$ cat config.mk
export PLATFORM = sky130hd
export DESIGN_NAME = usb_frame_tx
export DESIGN_NICKNAME = d
export VERILOG_FILES = /design/src/rtl/usb_proto_pkg.sv /design/src/rtl/usb_frame_tx.sv
export SDC_FILE = /design/constraint.sdc
export NUM_CORES = 1
export LEC_CHECK = 0
export ABC_AREA = 1
export BUFFER_PORTS_ARGS = -buffer_cell sky130_fd_sc_hd__buf_2
export CAP_MARGIN = 20
export CORE_ASPECT_RATIO = 1.2
export CORE_UTILIZATION = 45
export CTS_CLUSTER_SIZE = 40
export DETAILED_ROUTE_END_ITERATION = 7
export PLACE_DENSITY = 0.64
export SYNTH_ARGS = -nofsm -noshare
export SYNTH_HDL_FRONTEND = slang
export SYNTH_SLANG_ARGS = --single-unit
$ cat constraint.sdc
create_clock -name usb_clock -period 4.6 [get_ports usb_clock]
set_input_delay 0.69 -clock usb_clock [delete_from_list [all_inputs] [get_ports usb_clock]]
set_output_delay 0.69 -clock usb_clock [all_outputs]
set_load 0.05 [all_outputs]
$ cat src/rtl/usb_proto_pkg.sv
// usb_proto_pkg: shared constants, commands and state encodings for the bootloader USB framing
package usb_proto_pkg;
   localparam int PRE_BYTES  = 8;
   localparam int HDR_BYTES  = 24;
   localparam int PAGE_BYTES = 256;
   localparam logic [7:0] PRE_BYTE = 8'h55;
   localparam logic [7:0] SFD_BYTE = 8'hD5;
   localparam logic [8:0] PRE_LAST  = 9'(PRE_BYTES - 1);
   localparam logic [8:0] HDR_LAST  = 9'(PRE_BYTES + HDR_BYTES - 1);
   localparam logic [8:0] PAY_FIRST = 9'(PRE_BYTES + HDR_BYTES);
   localparam logic [8:0] PAY_LAST  = 9'(PRE_BYTES + HDR_BYTES + PAGE_BYTES - 1);
   localparam logic [23:0] CMD_ERS = "ERS";
   localparam logic [23:0] CMD_WPD = "WPD";
   localparam logic [23:0] CMD_SBL = "SBL";
   localparam logic [23:0] CMD_RFW = "RFW";
   localparam logic [23:0] CMD_RPD = "RPD";
   typedef enum logic [2:0] {
      S_IDLE = 3'd0,
      S_PRE  = 3'd1,
      S_HDR  = 3'd2,
      S_PAY  = 3'd3,
      S_WAKE = 3'd4
   } state_t;
endpackage

$ cat src/rtl/usb_frame_tx.sv
// usb_frame_tx: serialises preamble, header and optional page payload onto the FT232H sync FIFO write path
module usb_frame_tx
   import usb_proto_pkg::*;
(
   input  logic         usb_clock,
   input  logic         reset,
   input  logic         tx_req,
   input  logic [191:0] tx_hdr,
   input  logic         tx_page,
   output logic         tx_done,
   output logic         busy,
   input  logic         rx_busy,
   output logic [7:0]   pg_rd_addr,
   input  logic [7:0]   pg_rd_data,
   input  logic         n_TXE,
   output logic         n_WR,
   output logic         n_SIWU,
   output logic [7:0]   usb_dout,
   output logic         usb_doe
);
   state_t       state, state_d;
   logic [8:0]   byte_cnt, cnt_d, nxt, addr_full;
   logic [191:0] hdr_q, hdr_d;
   logic [7:0]   dout_d, nxt_byte;
   logic         page_q, page_d, req_seen, seen_d, n_wr_d, siwu_d, doe_d, busy_d, done_d, accept;

   assign accept     = !n_WR && !n_TXE;
   assign nxt        = byte_cnt + 9'd1;
   // address runs one byte ahead of the bus so the 1-cycle RAM keeps up with back-to-back accepts
   assign addr_full  = byte_cnt + {8'd0, accept} + 9'd1 - PAY_FIRST;
   assign pg_rd_addr = addr_full[7:0];
   // header bytes come off the top of a shift register, so the selected byte is always [191:184]
   assign nxt_byte   = nxt < PRE_LAST ? PRE_BYTE : nxt == PRE_LAST ? SFD_BYTE :
                       nxt <= HDR_LAST ? hdr_q[191:184] : pg_rd_data;

   // next-state and next-output logic; holds everything while the PHY FIFO is full
   always_comb begin
      state_d = state;
      cnt_d   = byte_cnt;
      hdr_d   = hdr_q;
      page_d  = page_q;
      seen_d  = req_seen;
      n_wr_d  = n_WR;
      siwu_d  = n_SIWU;
      doe_d   = usb_doe;
      dout_d  = usb_dout;
      busy_d  = busy;
      done_d  = tx_done;
      case (state)
         S_IDLE: if (tx_req != req_seen && !rx_busy && !n_TXE) begin
            state_d = S_PRE;
            hdr_d   = tx_hdr;
            page_d  = tx_page;
            seen_d  = tx_req;
            dout_d  = PRE_BYTE;
            cnt_d   = 9'd0;
            n_wr_d  = 1'b0;
            doe_d   = 1'b1;
            busy_d  = 1'b1;
         end
         S_PRE, S_HDR, S_PAY: if (accept) begin
            cnt_d  = nxt;
            dout_d = nxt_byte;
            if (nxt > PRE_LAST && nxt <= HDR_LAST) hdr_d = {hdr_q[183:0], 8'h00};
            if ((state == S_HDR && byte_cnt == HDR_LAST && !page_q) || (state == S_PAY && byte_cnt == PAY_LAST)) begin
               state_d = S_WAKE;
               n_wr_d  = 1'b1;
               doe_d   = 1'b0;
               siwu_d  = 1'b0;
               done_d  = !tx_done;
            end else if (state == S_PRE && byte_cnt == PRE_LAST) state_d = S_HDR;
            else if (state == S_HDR && byte_cnt == HDR_LAST) state_d = S_PAY;
         end
         S_WAKE: begin
            siwu_d  = 1'b1;
            busy_d  = 1'b0;
            state_d = S_IDLE;
         end
         default: begin
            state_d = S_IDLE;
            n_wr_d  = 1'b1;
            doe_d   = 1'b0;
            siwu_d  = 1'b1;
            busy_d  = 1'b0;
         end
      endcase
   end

   // state register on the falling edge; reset re-syncs req_seen so a held request is not replayed
   always_ff @(negedge usb_clock) begin
      if (reset) begin
         state    <= S_IDLE;
         byte_cnt <= 9'd0;
         hdr_q    <= '0;
         page_q   <= 1'b0;
         req_seen <= tx_req;
         n_WR     <= 1'b1;
         n_SIWU   <= 1'b1;
         usb_doe  <= 1'b0;
         usb_dout <= 8'h00;
         busy     <= 1'b0;
         tx_done  <= 1'b0;
      end else begin
         state    <= state_d;
         byte_cnt <= cnt_d;
         hdr_q    <= hdr_d;
         page_q   <= page_d;
         req_seen <= seen_d;
         n_WR     <= n_wr_d;
         n_SIWU   <= siwu_d;
         usb_doe  <= doe_d;
         usb_dout <= dout_d;
         busy     <= busy_d;
         tx_done  <= done_d;
      end
   end
endmodule

==> impl_results.md <==
- CTS H-tree depth: 1
- Mapped Nets: 2,094
- TritonCTS clock tree: yes
- RSZ-0062 raised after global routing: yes
- Initial antenna violation count: 5
- Syn avg cell area: 6.00 um^2
- GPL Wtd Cong: 0.848
- Final Non-Filler Cells: 2,638
- Final non-filler cell area: 14,700 um^2
- Via Count: 12,086
- Maximum number of pins on one net before global-route repair: 189
- Placed inst area: 12,800 um^2
- Synth Flop Type: dfxtp_1
- Clock slew at reported path FFs: 0.03 ns
- CP arrival: 4.20 ns
- Setup WS post-layout: -0.292 ns
- Violated checks: setup timing
- Asr flop ratio synth: 0%
- Final Power: 11.0 mW
- Max VDD drop: 0.567 mV
- Final setup violation count: 6
- Initial core utilization: 45.8%
- Worst Tran Pin Value: 0.894 ns
- DR pass1 iterations: 5
- Hold Violations, Final: 0
- Synth warnings: 0
- Global-route usage over all layers: 23.4%
- Critical path class: register to output port
- Worst endpoint required time: 3.91 ns
- Yosys top cell by area: dfxtp_1
- Wirelength per Cell: 11.5 um
- Fin. max-slew vios: 0
- Port bufs: 226
- Count of cell types in the netlist: 37
- TritonCTS Buffers: 26
- PD cells: 749 nW/um^2
- Startpoint type of the worst setup path: register
- Post-DP HPWL: 19,900 um
- Die area: 25,800 um^2
- Mapped cell area: 11,300 um^2
- Total clock sinks: 219
- Post-synth EDFFs: 1
- Via density: 4.58
- Final net count: 2,498
- Final ANT Viol Nets: 0
- Die extent in x: 147 um
- Dpl ws: -0.00833 ns
- Synth top area cells: dfxtp_1, nand2_1, nor2_1, o21ai_0, inv_1
- Worst Hold Class: register to register
- Initial DRC count: 603
- Clock Tree Buf Depth: 3
- Setup crit end kind: output port
- Die Y: 176 um
- Mapped Cells: 1,884
- Outcome: finished with violations
- GRT overflow: 0
- Area grow syn2layout: 29.7%
- Register area share after synthesis: 38.9%
- Layout Skew: 0.0216 ns
- Share of layout cells above drive strength 1: 15.0%
- Yosys reg bits: 219
- Vias in the first global route: 11,495
- Core ar.: 24,700 um^2
- Leakage power: 8.65 nW
- Filler cells: 2,575
- Slew HR: 40.4%
- Placed insts: 2,366
- Max-Cap Viols: 0
- IO Pins: 227
- Final wirelength: 30,300 um
- Fin util: 59.4%
- First-pass GRT wire length: 50,000 um
- Core Rows: 63
- Clock root cell: clkbuf_16
- Latest clock arrival within the worst-skew pair: 0.59 ns
- Area fraction of the dominant cell type after synthesis: 38.6%
- Crit-path max FO: 2
- DR DRC count: 0
==> critical path, cell delays in order, from the launching register on <==
cell     delay (ns)
dfxtp_4        0.34
nor2_4         0.08
inv_2          0.05
ha_4           0.16
inv_2          0.06
ha_4           0.13
nand2_4        0.06
o21ai_4        0.14
xnor2_2        0.13
buf_6          0.17
==> layer usage <==
layer	vias up	global-route usage, %	share of wire (%)
li1	6458	-	-
met1	5271	26.6	43
met2	306	38.3	47
met3	51	8.62	6.7
met4	0	12.2	2.5
met5	-	0	0
==> cell type report <==
| cell class | count | area [um^2] | area share [%] |
|---|---|---|---|
| Clock inverter | 240 | 1060 | 7.23 |
| Multi-Input combinational cell | 1336 | 5640 | 38.5 |
| Tap cell | 325 | 407 | 2.77 |
| Inverter | 216 | 823 | 5.62 |
| Sequential cell | 219 | 4400 | 30.0 |
| Timing Repair Buffer | 270 | 1660 | 11.3 |
| Antenna cell | 6 | 15.0 | 0.102 |
| Clock buffer | 26 | 651 | 4.44 |
==> stage by stage <==
stage	setup TNS, ns	hold slack, ns
after floorplan	-0.113	0.452
after global placement	-0.0135	0.450
after detailed placement	-0.00833	0.462
after CTS	-1.59	0.469
after global routing	-2.04	0.494
final	-1.43	0.469
==> state kept, by name, indices dropped and copies added, names as in the netlist <==
register and flops:
hdr_q 192, byte_cnt 9, usb_dout 8, state 3, busy 1, n_SIWU 1, n_WR 1, page_q 1
req_seen 1, tx_done 1, usb_doe 1
==> power breakdown <==
part	internal (mW)	leakage [nW]	switching, mW	total (mW)
clock	1.56	1.60	1.31	2.88
combinational	1.71	5.25	3.48	5.19
sequential	2.70	1.80	0.207	2.91
==> synthesized netlist by cell type, types with 2 or more instances <==
master    instances
inv_1           211
nand3_1          28
clkbuf_1         68
inv_2             3
buf_2            25
nand3_2           2
a21oi_1          27
nor3_1            2
nand2_4           2
ha_1              4
nand2_1         653
nand4_1           5
o21ai_0         191
buf_6            16
dfxtp_1         218
buf_1             2
a31oi_1           4
clkinv_1          3
nand2_2           3
nor2_1          398
xor2_1            3
==> cells by family (layout without fill, tap and decap cells) <==
kind of cell | count (synthesis) | after routing | synth area share (%)
buffers and inverters | 329 | 752 | 12.3
AND/OR/NAND/NOR | 1099 | 1099 | 37.6
AO/OA/AOI/OAI | 228 | 228 | 10.3
adder cells (fa/ha/maj) | 4 | 4 | 0.443
XOR/XNOR | 5 | 5 | 0.454
other | 0 | 6 | 0
flip-flops | 219 | 219 | 38.9
==> timing repair <==
action,CTS,global route
hold buffers,0,0
hold endpoints to repair,0,0
setup endpoints to repair,8,7
setup buffers,1,0
gates resized for setup,30,3
pin swaps,6,1
==> final timing paths <==
check	slack (ns)	cells past startpoint	to	startpoint
min	0.47	2	tx_done	tx_done
min reg2reg	0.47	2	tx_done	tx_done
max reg2reg	1.84	15	hdr_q[182]	byte_cnt[0]
max	-0.29	9	pg_rd_addr[6]	n_WR
==> placed cells by master (no fill, tap or decap), types with 5 or more instances in the layout <==
| cell type | count |
|---|---|
| nand2_1 | 650 |
| inv_1 | 432 |
| nor2_1 | 395 |
| buf_2 | 219 |
| dfxtp_1 | 217 |
| o21ai_0 | 189 |
| buf_4 | 30 |
| nand3_1 | 28 |
| a21oi_1 | 27 |
| clkbuf_16 | 26 |
| buf_12 | 12 |
| buf_6 | 9 |
| clkinvlp_2 | 8 |
| diode_2 | 6 |
| nand2_2 | 5 |
| nand4_1 | 5 |
| bufinv_16 | 5 |
No activity file was read; power rests on OpenSTA's default activity.
